**config.mk**
```make
export PLATFORM = sky130hd
export DESIGN_NAME = cos_series_ctrl
export DESIGN_NICKNAME = d
export VERILOG_FILES = /design/src/rtl/calc_pkg.sv /design/src/rtl/cos_quadrant_map.sv /design/src/rtl/cos_series_ctrl.sv
export SDC_FILE = /design/constraint.sdc
export NUM_CORES = 2
export LEC_CHECK = 0
export CAP_MARGIN = 20
export CORE_MARGIN = 3
export CORE_UTILIZATION = 65
export DETAILED_ROUTE_END_ITERATION = 8
export GPL_TIMING_DRIVEN = 0
export PLACE_DENSITY = 0.89
export SYNTH_ARGS = -nofsm -noshare
export SYNTH_HDL_FRONTEND = slang
export SYNTH_SLANG_ARGS = --single-unit
```
**constraint.sdc**
```tcl
create_clock -name clk -period 127.1 [get_ports clk]
set_input_delay 12.71 -clock clk [delete_from_list [all_inputs] [get_ports clk]]
set_output_delay 12.71 -clock clk [all_outputs]
set_load 0.01 [all_outputs]
```
**src/rtl/calc_pkg.sv**
```systemverilog
// Shared constants, state encoding and series divisor table for the
// calculator's cosine sequencer.
package calc_pkg;

    localparam int unsigned SCALE_FP    = 10000;
    localparam int unsigned DEG_FULL    = 360;
    localparam int unsigned DEG_QUARTER = 90;
    localparam int unsigned RAD_NUM     = 22;
    localparam int unsigned RAD_DEN     = 1260;

    typedef enum logic [2:0] {
        ST_IDLE     = 3'd0,
        ST_REDUCE   = 3'd1,
        ST_SCALE    = 3'd2,
        ST_TERM_MUL = 3'd3,
        ST_TERM_DIV = 3'd4,
        ST_DONE     = 3'd5
    } cos_state_t;

    // (2k-1)*(2k) for k=1..7; entry 0 is a safe non-zero filler
    localparam logic [31:0] FACT_PAIR [0:7] = '{
        32'd1, 32'd2, 32'd12, 32'd30, 32'd56, 32'd90, 32'd132, 32'd182
    };

endpackage

```
**src/rtl/cos_quadrant_map.sv**
```systemverilog
// Folds a reduced angle (0..359 degrees) into the first quadrant with a sign.
// With COS_SIN_SEL_EN defined, a sin_sel input selects the sine mapping.
module cos_quadrant_map
    import calc_pkg::*;
(
    input  logic [8:0] d,
`ifdef COS_SIN_SEL_EN
    input  logic       sin_sel,
`endif
    output logic [6:0] r,
    output logic       neg
);

    logic [6:0] base_r_s;
    logic       base_neg_s;

    // cosine quadrant fold
    always_comb begin
        base_r_s   = 7'd0;
        base_neg_s = 1'b0;
        if (d < 9'd90) begin
            base_r_s   = 7'(d);
            base_neg_s = 1'b0;
        end else if (d < 9'd180) begin
            base_r_s   = 7'(9'd180 - d);
            base_neg_s = 1'b1;
        end else if (d < 9'd270) begin
            base_r_s   = 7'(d - 9'd180);
            base_neg_s = 1'b1;
        end else begin
            base_r_s   = 7'(9'(DEG_FULL) - d);
            base_neg_s = 1'b0;
        end
    end

`ifdef COS_SIN_SEL_EN
    // sine is evaluated as cos(90-r) with its own half-plane sign
    always_comb begin
        r   = base_r_s;
        neg = base_neg_s;
        if (sin_sel) begin
            r   = 7'(DEG_QUARTER) - base_r_s;
            neg = (d >= 9'd180);
        end else begin
            r   = base_r_s;
            neg = base_neg_s;
        end
    end
`else
    assign r   = base_r_s;
    assign neg = base_neg_s;
`endif

endmodule

```
**src/rtl/cos_series_ctrl.sv**
```systemverilog
// Multicycle Taylor-series cosine sequencer with a valid/ready front and back.
// Optional macro COS_SIN_SEL_EN adds req_sin to evaluate sine instead.
module cos_series_ctrl
    import calc_pkg::*;
#(
    parameter int N_TERMS = 5,
    parameter int SCALE   = SCALE_FP
) (
    input  logic        clk,
    input  logic        rst,
    input  logic        req_valid,
    output logic        req_ready,
    input  logic [15:0] req_deg,
`ifdef COS_SIN_SEL_EN
    input  logic        req_sin,
`endif
    output logic        res_valid,
    input  logic        res_ready,
    output logic [15:0] res_cos,
    output logic        busy
);

    localparam logic signed [17:0] SCALE_S = 18'(SCALE);
    localparam logic [2:0]         K_LAST  = 3'(N_TERMS - 1);

    cos_state_t         state_r, next_s;
    logic [15:0]        d_r;
    logic               sin_r;
    logic [15:0]        x2_r, term_r;
    logic signed [17:0] acc_r;
    logic [2:0]         k_r;
    logic [31:0]        prod_r;
    logic               neg_r;
    logic               req_ready_r, res_valid_r, busy_r;
    logic [15:0]        res_cos_r;

    logic [6:0]         r_s;
    logic               neg_s;
    logic [15:0]        x_s, x2_s, term_next_s, clamp_s;
    logic signed [17:0] acc_next_s;

`ifdef COS_SIN_SEL_EN
    cos_quadrant_map u_map (.d(d_r[8:0]), .sin_sel(sin_r), .r(r_s), .neg(neg_s));
`else
    cos_quadrant_map u_map (.d(d_r[8:0]), .r(r_s), .neg(neg_s));
    assign sin_r = 1'b0;
`endif

    // angle scaling, one series step on the shared datapath, and result clamp
    always_comb begin
        x_s         = 16'((32'(r_s) * 32'(SCALE) * RAD_NUM) / RAD_DEN);
        x2_s        = 16'((32'(x_s) * 32'(x_s)) / 32'(SCALE));
        term_next_s = 16'(prod_r / (32'(SCALE) * FACT_PAIR[k_r]));
        acc_next_s  = acc_r;
        if (k_r[0]) begin
            acc_next_s = acc_r - $signed({2'b00, term_next_s});
        end else begin
            acc_next_s = acc_r + $signed({2'b00, term_next_s});
        end
        clamp_s = 16'd0;
        if (acc_next_s < 18'sd0) begin
            clamp_s = 16'd0;
        end else if (acc_next_s > SCALE_S) begin
            clamp_s = 16'(SCALE);
        end else begin
            clamp_s = acc_next_s[15:0];
        end
    end

    // next-state logic
    always_comb begin
        next_s = state_r;
        case (state_r)
            ST_IDLE: begin
                if (req_valid && req_ready_r) next_s = ST_REDUCE;
                else                          next_s = ST_IDLE;
            end
            ST_REDUCE: begin
                if (d_r >= 16'(DEG_FULL)) next_s = ST_REDUCE;
                else                      next_s = ST_SCALE;
            end
            ST_SCALE:    next_s = ST_TERM_MUL;
            ST_TERM_MUL: next_s = ST_TERM_DIV;
            ST_TERM_DIV: begin
                if (k_r == K_LAST) next_s = ST_DONE;
                else               next_s = ST_TERM_MUL;
            end
            ST_DONE: begin
                if (res_ready) next_s = ST_IDLE;
                else           next_s = ST_DONE;
            end
            default: next_s = ST_IDLE;
        endcase
    end

    // state register, datapath registers and registered handshake outputs
    always_ff @(posedge clk) begin
        if (rst) begin
            state_r     <= ST_IDLE;
            d_r         <= 16'd0;
            x2_r        <= 16'd0;
            term_r      <= 16'd0;
            acc_r       <= 18'sd0;
            k_r         <= 3'd0;
            prod_r      <= 32'd0;
            neg_r       <= 1'b0;
            req_ready_r <= 1'b1;
            res_valid_r <= 1'b0;
            busy_r      <= 1'b0;
            res_cos_r   <= 16'd0;
        end else begin
            state_r     <= next_s;
            req_ready_r <= (next_s == ST_IDLE);
            busy_r      <= (next_s != ST_IDLE);
            res_valid_r <= (next_s == ST_DONE);
            case (state_r)
                ST_IDLE: begin
                    if (req_valid && req_ready_r) d_r <= req_deg;
                    else                          d_r <= d_r;
                end
                ST_REDUCE: begin
                    if (d_r >= 16'(DEG_FULL)) d_r <= d_r - 16'(DEG_FULL);
                    else                      d_r <= d_r;
                end
                ST_SCALE: begin
                    x2_r   <= x2_s;
                    term_r <= 16'(SCALE);
                    acc_r  <= SCALE_S;
                    k_r    <= 3'd1;
                    neg_r  <= neg_s;
                end
                ST_TERM_MUL: prod_r <= 32'(term_r) * 32'(x2_r);
                ST_TERM_DIV: begin
                    term_r <= term_next_s;
                    acc_r  <= acc_next_s;
                    if (k_r == K_LAST) begin
                        res_cos_r <= neg_r ? (16'd0 - clamp_s) : clamp_s;
                    end else begin
                        k_r <= k_r + 3'd1;
                    end
                end
                ST_DONE: res_cos_r <= res_cos_r;
                default: d_r <= d_r;
            endcase
        end
    end

`ifdef COS_SIN_SEL_EN
    // capture the function select alongside the angle
    always_ff @(posedge clk) begin
        if (rst)                                  sin_r <= 1'b0;
        else if (state_r == ST_IDLE && req_valid) sin_r <= req_sin;
        else                                      sin_r <= sin_r;
    end
`endif

    assign req_ready = req_ready_r;
    assign res_valid = res_valid_r;
    assign res_cos   = res_cos_r;
    assign busy      = busy_r;

endmodule
```
==> results.cfg <==
[placed_design]
io_buffers = 38
place_congestion = 1.04
dp_hpwl_um = 146000
dp_cells = 8900

[detailed_routing]
vias = 60000
wl_per_cell_um = 20.1
drc_errors = 0
drt_iter0_drc = 5698
wl_um = 179000
routed.top_layer = met5
wl_met2_um = 80900
via_per_inst = 6.71
wl_met1_um = 68300
antenna_left = 0
wl_met3_um = 17800
dr.pass1.iters = 6

[cts]
cts.sinks = 124
clock_latency_ns = 0.43
cts_tree = built
htree_levels = 4
clk_pin_slew_worst_paths_ns = 0.06
hold_buffers = 0
cts_root_buf = clkbuf_16
cts_made_buffers = 17
cts.path.max_buffers = 2

[die]
row_count = 108
die_w_um = 303
start_util = 0.658
coreArea_sq_um = 87000
die-area_sq_um = 91700
die-height_um = 303
ioPinCount = 39

[timing]
finalSetupViolCount = 0
finClkSkew_ns = 0.0194
fin_hold_ws_ns = 0.464
slew_headroom = 0.195
drv_slew = 0
worst_slew_pin_slew_ns = 1.19
final_hold_viol_count = 0
fin_crit_sh = 0.947
fin_tns_setup_ns = 0
post-route-min-period_ns = 120.30
fmax_mhz = 8.31

[worst_setup_path]
crit_slowest_cell = o2111ai_1
endpoint_kind = flop
cpPeakStageDelay_ns = 0.72
cp.arrival_ns = 120.57
rr_endpoint = res_cos[4]
cp_max_fo = 16
worstSetupPathType = flop to flop
crit_path_start_kind = flop
reg2regPathDepth = 549
cpLargestDelayFamily = compound AO/OA/AOI/OAI gates
required_ns = 127.37
ff2ff_setup_slack_ns = 6.80
r2r-start = k_r[1]
cp_common_cell = o21a_1
worst-path-buf-inv = 58

[worst_hold_path]
hold_end = prod_r[1]
hold_depth = 2
holdCritPathClass = flop to flop
hp-start = prod_r[1]

[yosys]
synth.distinct_cells = 153
synth_warnings = 0
synth_nets = 8816
synth_cells = 7694
syn_area_sq_um = 57300
synth-main-ff-cell = dfxtp_1
synth-seq-cells = 124
yosysSeqAreaShare = 0.0433
synthArstFlopShare = 0
synth_enable_flop_cells = 0
syn_avg_cell_area_sq_um = 7.44

[layout]
fill_cells = 7116
mostFrequentLayoutCell = nand2_1
final_cells = 8938
synthToLayoutAreaGrowth_pct = 4.95
layout_common_cells = 817 x nand2_1, 718 x ha_1, 680 x inv_1, 639 x nor2_1, 426 x nor3_1
drive_gt1_frac = 0.0622
final_core_util = 0.691
fin_nets = 8890

[global_route]
grt_usage = 0.379
grt_max_degree = 35
grt_pass1_wl_um = 288000
overflow = 0
first_global_vias = 58100
antenna_found_initial = 4

[outcome]
status = finished clean

[job]
drv_cap = 0
-- worst max path at each step --
stage | start | to | slack, ns | cells past startpoint
after floorplan | k_r[0] | res_cos[4] | 25.62 | 541
after global placement | k_r[0] | res_cos[8] | 8.75 | 542
after detailed placement | k_r[0] | res_cos[15] | 7.65 | 541
after CTS | k_r[0] | res_cos[15] | 6.74 | 543
after global routing | k_r[1] | res_cos[12] | -0.57 | 558
final | k_r[1] | res_cos[4] | 6.80 | 549
-- tightest hold or removal path, cell delays in order (launching register included) --
cell,delay [ns]
dfxtp_1,0.31
nand2_1,0.05
a21oi_1,0.05
-- state kept, by name (all words and copies together) (netlist names) --
name,count
res_valid,1
req_ready,1
busy,1
prod_r,32
k_r,3
acc_r,18
res_cos,16
x2_r,16
d_r,16
neg_r,1
state_r,3
term_r,16
-- final cells by class --
class,instances,area [sq um],share of cell area
clock inverter,14,171,0.00285
tap,1155,1450,0.0240
clock buffer,18,439,0.00731
buffer,302,1210,0.0202
sequential,124,2480,0.0413
timing repair buffer,55,652,0.0108
multi-input combinational,6573,51100,0.850
antenna,2,5.00,0.0000833
inverter,695,2620,0.0435
-- synthesized netlist by cell type, types with 48 or more instances --
cell type / count / area [sq um]
a21oi_1: 393 / 1970
o21ai_0: 260 / 1300
nand2_1: 818 / 3070
mux2_2: 118 / 1330
a31oi_1: 63 / 394
a211oi_1: 84 / 631
nor2_1: 639 / 2400
clkbuf_1: 236 / 886
fa_1: 384 / 7690
xnor2_1: 279 / 2440
o31ai_1: 181 / 1360
nor4_1: 57 / 357
nand2b_1: 57 / 357
mux2i_1: 90 / 901
dfxtp_1: 124 / 2480
nor2b_1: 53 / 332
or3_1: 53 / 332
o21bai_1: 48 / 360
a21o_1: 84 / 631
ha_1: 718 / 8980
and2_1: 170 / 1060
o21a_1: 343 / 2570
xor2_1: 105 / 920
nor3_1: 428 / 2140
inv_1: 682 / 2560
or2_2: 59 / 369
nand3_1: 149 / 746
nand4_1: 70 / 438
o211ai_1: 70 / 526
o21ai_1: 49 / 245
-- layer usage --
metal  vias to the layer above  GRT usage
met1                     28300      0.455
met3                       768     0.0813
met2                      3031      0.623
met5                         -          0
li1                      27800          -
met4                         6      0.227
-- cells by family after synthesis --
kind of cell,count (synthesis),share of synthesized area
DFF,124,0.0433
xor gates and xnor gates,394,0.0618
and+or+nand+nor,2764,0.232
adders and majority gates,1110,0.292
muxes,216,0.0410
buffers and inverters,997,0.0667
AOI/OAI and AO/OA,2089,0.262
-- stage by stage --
| step | setup slack, ns | area (sq um) |
|---|---|---|
| after floorplan | 25.62 | 57300 |
| after CTS | 6.74 | 60000 |
| after global placement | 8.75 | 59100 |
| after detailed placement | 7.65 | 59400 |
| after global routing | -0.569 | 60100 |
| final | 6.80 | 60100 |
-- repair_timing --
action                     4_1_cts  5_1_grt
setup buffers                    0        3
setup endpoints to repair        0       25
resized for setup                0       17
Power is left out: the tool's default activity adds up to more than one toggle a clock period on the data nets, which glitch-free logic cannot reach.
